## config.mk

```make
export PLATFORM = sky130hd
export DESIGN_NAME = inst_mem_fetch
export DESIGN_NICKNAME = d
export VERILOG_FILES = /design/src/rtl/isa_pkg.sv /design/src/rtl/fetch_resp_fifo.sv /design/src/rtl/inst_mem_fetch.sv
export SDC_FILE = /design/constraint.sdc
export NUM_CORES = 2
export LEC_CHECK = 0
export ABC_AREA = 0
export ABC_CLOCK_PERIOD_IN_PS = 2200
export CAP_MARGIN = 20
export CORE_MARGIN = 2
export CORE_UTILIZATION = 50
export CTS_CLUSTER_SIZE = 8
export DETAILED_ROUTE_END_ITERATION = 16
export PLACE_DENSITY = 0.79
export SYNTH_ARGS = -nofsm -noshare
export SYNTH_HDL_FRONTEND = slang
export SYNTH_SLANG_ARGS = --single-unit
```

## constraint.sdc

```tcl
create_clock -name clk -period 2.2 [get_ports clk]
set_clock_uncertainty 0.2 [all_clocks]
set_input_delay 0.33 -clock clk [delete_from_list [all_inputs] [get_ports clk]]
set_output_delay 0.33 -clock clk [all_outputs]
set_load 0.02 [all_outputs]
```

## src/rtl/isa_pkg.sv

```systemverilog
// isa_pkg: instruction-set constants shared by the CPU front end.
//   OPC_W/INST_W : opcode and instruction widths (5-bit opcode + 4-bit operand)
//   OP_*         : opcode encodings, HALT_OP terminates the program
//   HALT_WORD    : word returned for unwritten / out-of-range fetches
package isa_pkg;
   localparam int OPC_W  = 5;
   localparam int INST_W = 9;

   localparam logic [OPC_W-1:0] OP_ADD         = 5'b00000;
   localparam logic [OPC_W-1:0] OP_SUB         = 5'b00001;
   localparam logic [OPC_W-1:0] OP_AND         = 5'b00010;
   localparam logic [OPC_W-1:0] OP_OR          = 5'b00011;
   localparam logic [OPC_W-1:0] OP_XOR         = 5'b00100;
   localparam logic [OPC_W-1:0] OP_SHL         = 5'b00101;
   localparam logic [OPC_W-1:0] OP_SHR         = 5'b00110;
   localparam logic [OPC_W-1:0] OP_SETI        = 5'b00111;
   localparam logic [OPC_W-1:0] OP_MOV         = 5'b01000;
   localparam logic [OPC_W-1:0] OP_LD          = 5'b01001;
   localparam logic [OPC_W-1:0] OP_ST          = 5'b01010;
   localparam logic [OPC_W-1:0] OP_MATH_TO_ADR = 5'b01011;
   localparam logic [OPC_W-1:0] OP_ZERO_REG    = 5'b01100;
   localparam logic [OPC_W-1:0] OP_JMP         = 5'b01101;
   localparam logic [OPC_W-1:0] OP_BEQ         = 5'b01110;
   localparam logic [OPC_W-1:0] OP_BNE         = 5'b01111;
   localparam logic [OPC_W-1:0] OP_NOP         = 5'b10000;
   localparam logic [OPC_W-1:0] HALT_OP        = 5'b11010;

   localparam logic [INST_W-1:0] HALT_WORD = {HALT_OP, 4'b0000};

   function automatic logic [OPC_W-1:0] get_opc(input logic [INST_W-1:0] inst);
      return inst[INST_W-1 -: OPC_W];
   endfunction
endpackage

```

## src/rtl/fetch_resp_fifo.sv

```systemverilog
// fetch_resp_fifo: in-order synchronous FIFO with flush and any depth >= 2.
//   clk/rst_n          : clock, async active-low reset
//   flush              : empties the FIFO, discarding that cycle's push/pop
//   push/push_data     : write side (ignored when full and not popping)
//   pop/pop_data       : read side, pop_data is the head entry
//   empty/count        : occupancy status
module fetch_resp_fifo #(
   parameter int              WIDTH   = 8,
   parameter int              DEPTH   = 4,
   parameter logic [WIDTH-1:0] RST_VAL = '0,
   localparam int             PTR_W   = (DEPTH > 1) ? $clog2(DEPTH) : 1,
   localparam int             CNT_W   = $clog2(DEPTH + 1)
) (
   input  logic             clk,
   input  logic             rst_n,
   input  logic             flush,
   input  logic             push,
   input  logic [WIDTH-1:0] push_data,
   input  logic             pop,
   output logic [WIDTH-1:0] pop_data,
   output logic             empty,
   output logic [CNT_W-1:0] count
);
   logic [WIDTH-1:0] mem [DEPTH];
   logic [PTR_W-1:0] wr_ptr, rd_ptr;
   logic             full, do_push, do_pop;

   // Explicit wrap so non-power-of-two depths work.
   function automatic logic [PTR_W-1:0] ptr_inc(input logic [PTR_W-1:0] p);
      return (p == PTR_W'(DEPTH - 1)) ? '0 : p + 1'b1;
   endfunction

   assign empty    = (count == '0);
   assign full     = (count == CNT_W'(DEPTH));
   assign do_pop   = pop && !empty;
   assign do_push  = push && (!full || do_pop);
   assign pop_data = mem[rd_ptr];

   // Storage is reset so the head reads RST_VAL out of reset.
   always_ff @(posedge clk or negedge rst_n) begin
      if (!rst_n) begin
         wr_ptr <= '0;
         rd_ptr <= '0;
         count  <= '0;
         for (int i = 0; i < DEPTH; i++) mem[i] <= RST_VAL;
      end else if (flush) begin
         wr_ptr <= '0;
         rd_ptr <= '0;
         count  <= '0;
      end else begin
         if (do_push) begin
            mem[wr_ptr] <= push_data;
            wr_ptr      <= ptr_inc(wr_ptr);
         end
         if (do_pop) rd_ptr <= ptr_inc(rd_ptr);
         count <= count + CNT_W'(do_push) - CNT_W'(do_pop);
      end
   end
endmodule

```

## src/rtl/inst_mem_fetch.sv

```systemverilog
// inst_mem_fetch: loadable instruction memory with registered read and a
// buffered valid/ready response path.
//   clk/rst_n                    : clock, async active-low reset
//   ld_en/ld_addr/ld_data        : program load write port
//   flush                        : drop all in-flight/buffered fetches, clear halt_seen
//   req_valid/req_pc/req_ready   : fetch request handshake
//   resp_valid/resp_ready        : response handshake
//   resp_inst/resp_pc/resp_oob   : fetched word, its PC, out-of-range flag
//   halt_seen                    : sticky, a HALT instruction was consumed
module inst_mem_fetch #(
   parameter int                INST_W    = isa_pkg::INST_W,
   parameter int                PC_W      = 16,
   parameter int                DEPTH     = 256,
   parameter int                OUT_DEPTH = 4,
   parameter logic [INST_W-1:0] HALT_WORD = isa_pkg::HALT_WORD,
   localparam int               ADDR_W    = $clog2(DEPTH)
) (
   input  logic              clk,
   input  logic              rst_n,
   input  logic              ld_en,
   input  logic [ADDR_W-1:0] ld_addr,
   input  logic [INST_W-1:0] ld_data,
   input  logic              flush,
   input  logic              req_valid,
   input  logic [PC_W-1:0]   req_pc,
   output logic              req_ready,
   output logic              resp_valid,
   input  logic              resp_ready,
   output logic [INST_W-1:0] resp_inst,
   output logic [PC_W-1:0]   resp_pc,
   output logic              resp_oob,
   output logic              halt_seen
);
   localparam int FW    = 1 + PC_W + INST_W;
   localparam int CNT_W = $clog2(OUT_DEPTH + 1);
   localparam logic [PC_W:0]   DEPTH_PC = (PC_W + 1)'(DEPTH);
   localparam logic [ADDR_W:0] DEPTH_A  = (ADDR_W + 1)'(DEPTH);

   logic [INST_W-1:0] mem [DEPTH];
   logic [DEPTH-1:0]  wr_vld;

   logic              rd_v, rd_oob;
   logic [INST_W-1:0] rd_inst;
   logic [PC_W-1:0]   rd_pc;

   logic              accept, oob, push, pop, fifo_empty;
   logic [ADDR_W-1:0] idx;
   logic [CNT_W-1:0]  fifo_count;
   logic [CNT_W:0]    occ;
   logic [FW-1:0]     head;

   assign idx = req_pc[ADDR_W-1:0];
   assign oob = ({1'b0, req_pc} >= DEPTH_PC);

   // Slots already committed: buffered entries plus the read in flight.
   assign occ       = {1'b0, fifo_count} + {{CNT_W{1'b0}}, rd_v};
   assign req_ready = rst_n && !ld_en && !flush && (occ < (CNT_W + 1)'(OUT_DEPTH));
   assign accept    = req_valid && req_ready;

   // Program array carries no reset; the bitmap marks written words.
   always_ff @(posedge clk) begin
      if (ld_en && ({1'b0, ld_addr} < DEPTH_A)) mem[ld_addr] <= ld_data;
   end

   always_ff @(posedge clk or negedge rst_n) begin
      if (!rst_n)
         wr_vld <= '0;
      else if (ld_en && ({1'b0, ld_addr} < DEPTH_A))
         wr_vld[ld_addr] <= 1'b1;
   end

   // Read register: oob is checked first so idx never indexes past DEPTH.
   always_ff @(posedge clk or negedge rst_n) begin
      if (!rst_n) begin
         rd_v    <= 1'b0;
         rd_inst <= HALT_WORD;
         rd_pc   <= '0;
         rd_oob  <= 1'b0;
      end else if (flush) begin
         rd_v <= 1'b0;
      end else begin
         rd_v <= accept;
         if (accept) begin
            rd_inst <= (oob || !wr_vld[idx]) ? HALT_WORD : mem[idx];
            rd_pc   <= req_pc;
            rd_oob  <= oob;
         end
      end
   end

   assign push = rd_v && !flush;
   assign pop  = resp_valid && resp_ready && !flush;

   fetch_resp_fifo #(
      .WIDTH   (FW),
      .DEPTH   (OUT_DEPTH),
      .RST_VAL ({1'b0, {PC_W{1'b0}}, HALT_WORD})
   ) u_fifo (
      .clk       (clk),
      .rst_n     (rst_n),
      .flush     (flush),
      .push      (push),
      .push_data ({rd_oob, rd_pc, rd_inst}),
      .pop       (pop),
      .pop_data  (head),
      .empty     (fifo_empty),
      .count     (fifo_count)
   );

   assign resp_valid = !fifo_empty;
   assign resp_oob   = head[FW-1];
   assign resp_pc    = head[INST_W +: PC_W];
   assign resp_inst  = head[INST_W-1:0];

   always_ff @(posedge clk or negedge rst_n) begin
      if (!rst_n)
         halt_seen <= 1'b0;
      else if (flush)
         halt_seen <= 1'b0;
      else if (pop && (resp_inst[INST_W-1 -: isa_pkg::OPC_W] == isa_pkg::HALT_OP))
         halt_seen <= 1'b1;
   end
endmodule

```

==> metrics <==
cell area after placement 0.1196 sq mm; count of vias placed by the detailed router between 60000 and 70000; total number of H-tree levels 5; antenna-violating nets left 0; via count of the first global-routing pass 62700; source-to-sink clock delay at the later pin of the worst-skew pair 0.97 ns; failing checks negative setup slack; final setup vio count approximately 160; post-synthesis to final-layout area growth 25.99%; kind of path behind the tightest hold check input port to flop; detailed-route DRC error count 0; final non-filler cell area 0.1325 sq mm; max-cap violation count 0; net total in the final layout between 6000 and 7000; Period Utilization, post-route 131.5%; Ys Warns 0; Hold Violations, Final 0; area share of xor/xnor cells in the synthesized design less than 1%; synth unique cells 60; synthesized netlist net count approximately 5000; unrepaired setup endpoints after global routing yes; sequential cell area fraction in the yosys report between 70 and 80%; I/O pin total just under 70; clock transition at the registers of the reported paths roughly 0.060 ns; layout cell share with drive strength beyond 1 a little over two fifths; startpoint class of the critical path flop; static power due to leakage ~47 nW; buffer cell driving the clock tree root sky130_fd_sc_hd__clkbuf_16; mean instance size in the synthesized netlist approximately 21 sq um; met1 Use GR a little over a third; Tmin final between 2 and 3 ns; total area of multi-input combinational cells between 0.02 and 0.03 sq mm; Iter 0 DRT Violations 8704; Reg area between 0.07 and 0.08 sq mm; non-filler cells, final ~9400; number of placement rows about 170; Setup crit end kind output port; initial standard-cell utilization of the core around 50%; final weighted congestion in routability-driven placement about 0.92; area enclosed by the die boundary between 0.2 and 0.25 sq mm; Max IR drop VDD a little over 0.9 mV; Horiz. Die Dim between 400 and 500 um; Buffers on Ports between 60 and 70; instance count of the mapped netlist about 5100; post-synthesis share of cell area spent on full adders, half adders and majority gates less than 1%; Cell Pwr Density just over 900 mW/mm^2; worst rel slew slack a little over a fifth; final routed wire length divided by cell count approximately 33 um; number of synthesized register bits roughly 2700; antenna violations before repair 19; clock tree from TritonCTS built; fraction of the mapped netlist area in simple logic gates 3.793%; complex-gate fraction of the synthesized area just under 2%; status finished with violations; Post-Syn Area 0.1052 sq mm; Global Route Usage Sum about 28%; number of placed instances, taps included 8627; post-route core utilization a little over three fifths; sum of overflow across all layers after global routing 0; number of pins with negative max-slew slack in the final report 0; maximum buffer depth of the clock tree 4; number of fillers in the final layout 12650; worst setup path class flop to output port; met3 track demand over resource in global routing ~7.6%; Least-Margin Pin Slew about 1.2 ns; Floorplan Core Area 0.2094 sq mm; total CTS buffers 387; pin count of the biggest net entering global routing 179; number of clock sinks about 2700; Worst EP required 1.67 ns; Fin Hold WS 0.06115 ns; final wirelength just over 300000 um; most frequent standard cell in the layout excluding fill and tap cells sky130_fd_sc_hd__edfxtp_1; height of the die between 400 and 500 um; slack of the critical path -0.6928 ns; fraction of synthesis flops using an asynchronous set or reset pin 14.64%; number of detailed-route iterations in the first pass 7; peak-usage layer in the global routing report met2; combinational family with the most area after synthesis multiplexers; first-pass GRT wire length 439600 um; worst path arrival time 2.36 ns; highest clock frequency the design can meet 0.3457 GHz; worst slack at placement -1.386 ns; met2 routing resource usage after global routing about 45%; commonest non-fill, non-tap cells in the layout sky130_fd_sc_hd__edfxtp_1 (2304), sky130_fd_sc_hd__mux4_2 (647), sky130_fd_sc_hd__buf_4 (622); vias per cell approximately 6.4; dominant synthesized flop cell sky130_fd_sc_hd__edfxtp_1; number of flops mapped to enable cells by yosys roughly 2300; half-perimeter wire length after placement 180100 um; share of synthesized area spent on multiplexers between 15 and 20%; peak fanout along the critical path 4
report_power, final:
group | leakage (nW) | switching, mW | internal, mW
combinational | 15.9 | 5.03 | 4.17
sequential | 26.0 | 0.586 | 56.4
clock | 5.21 | 21.5 | 33.0
total | 47.2 | 27.1 | 93.6
registers in the layout, summed over array words and instances, names as in the netlist:
name,cells
halt_seen,1
mem,2304
rd_inst,9
rd_oob,1
rd_pc,16
rd_v,1
u_fifo.count,3
u_fifo.mem,104
u_fifo.rd_ptr,2
u_fifo.wr_ptr,2
wr_vld,256
synthesized netlist by cell type, types with 27 or more instances:
library cell | n | area (sq um)
sky130_fd_sc_hd__mux2_2 | 124 | 1396
sky130_fd_sc_hd__nor2_1 | 287 | 1077
sky130_fd_sc_hd__mux2i_1 | 231 | 2312
sky130_fd_sc_hd__nand2_1 | 79 | 296.5
sky130_fd_sc_hd__or2_2 | 257 | 1608
sky130_fd_sc_hd__a211oi_1 | 27 | 202.7
sky130_fd_sc_hd__dfrtp_1 | 380 | 9509
sky130_fd_sc_hd__buf_2 | 78 | 390.4
sky130_fd_sc_hd__a21oi_1 | 50 | 250.2
sky130_fd_sc_hd__mux4_2 | 647 | 14570
sky130_fd_sc_hd__edfxtp_1 | 2304 | 69190
sky130_fd_sc_hd__buf_6 | 31 | 349.1
sky130_fd_sc_hd__clkbuf_1 | 103 | 386.6
sky130_fd_sc_hd__o22ai_1 | 74 | 462.9
sky130_fd_sc_hd__a22oi_1 | 100 | 750.7
sky130_fd_sc_hd__buf_4 | 42 | 315.3
sky130_fd_sc_hd__nand3_1 | 70 | 350.3
cells by family (layout without fill, tap and decap cells):
logic type,count (synthesis),after routing
compound gates,308,308
xor+xnor,1,1
fa+ha+maj,9,9
buf+inv,288,1733
flops,2699,2699
mux,1002,1002
other cells,0,5
simple gates,798,799
layer usage:
layer | up-vias | wire [um] | share of wire, %
met2 | 4758 | 149300 | 48
met4 | 22 | 19690 | 6.3
li1 | 23190 | - | -
met1 | 31170 | 103600 | 33
met3 | 1098 | 37390 | 12
met5 | - | 196 | 0.063
metrics by stage:
step	power [mW]	TNS, ns
after global routing	123.2	-43.72
after floorplan	61.90	-21.23
after detailed placement	65.98	-851.55
final	120.7	-36.82
after global placement	65.69	-787.06
after CTS	120.1	-24.71
path summary, 6_finish.rpt:
check	from	end	slack [ns]	depth (start not counted)
setup / recovery	u_fifo.count[1]	req_ready	-0.69	6
hold / removal	req_pc[10]	rd_oob	0.06	4
setup reg to reg	mem[142][8]	rd_inst[8]	-0.63	8
hold reg to reg	wr_vld[39]	wr_vld[39]	0.26	1
max in group asynchronous	rst_n	wr_vld[90]	0.14	4
min in group asynchronous	rst_n	u_fifo.count[1]	0.60	4
timing repair:
item                       4_1_cts  5_1_grt
cloned                           5       10
pin swaps                       17       28
hold endpoints to repair      1430        0
resized for setup              256      200
setup endpoints to repair       67      234
setup buffers                    6       14
hold buffers                    23        0
critical path: stages, from the launching register on:
cell and delay, ns:
sky130_fd_sc_hd__dfrtp_1 0.41, sky130_fd_sc_hd__buf_6 0.13, sky130_fd_sc_hd__nand4_1 0.15, sky130_fd_sc_hd__a21oi_2 0.18, sky130_fd_sc_hd__o211a_1 0.29, sky130_fd_sc_hd__buf_6 0.13, sky130_fd_sc_hd__buf_6 0.11
final cells by class:
cell class,instances,area share (%)
timing repair buffer,1046,9.163
inverter,10,0.03304
sequential,2699,59.67
tap,2805,2.648
antenna,5,0.009440
clock buffer,669,8.201
clock inverter,8,0.06985
multi-input combinational,2119,20.20
(Power assumes the default switching activity.)
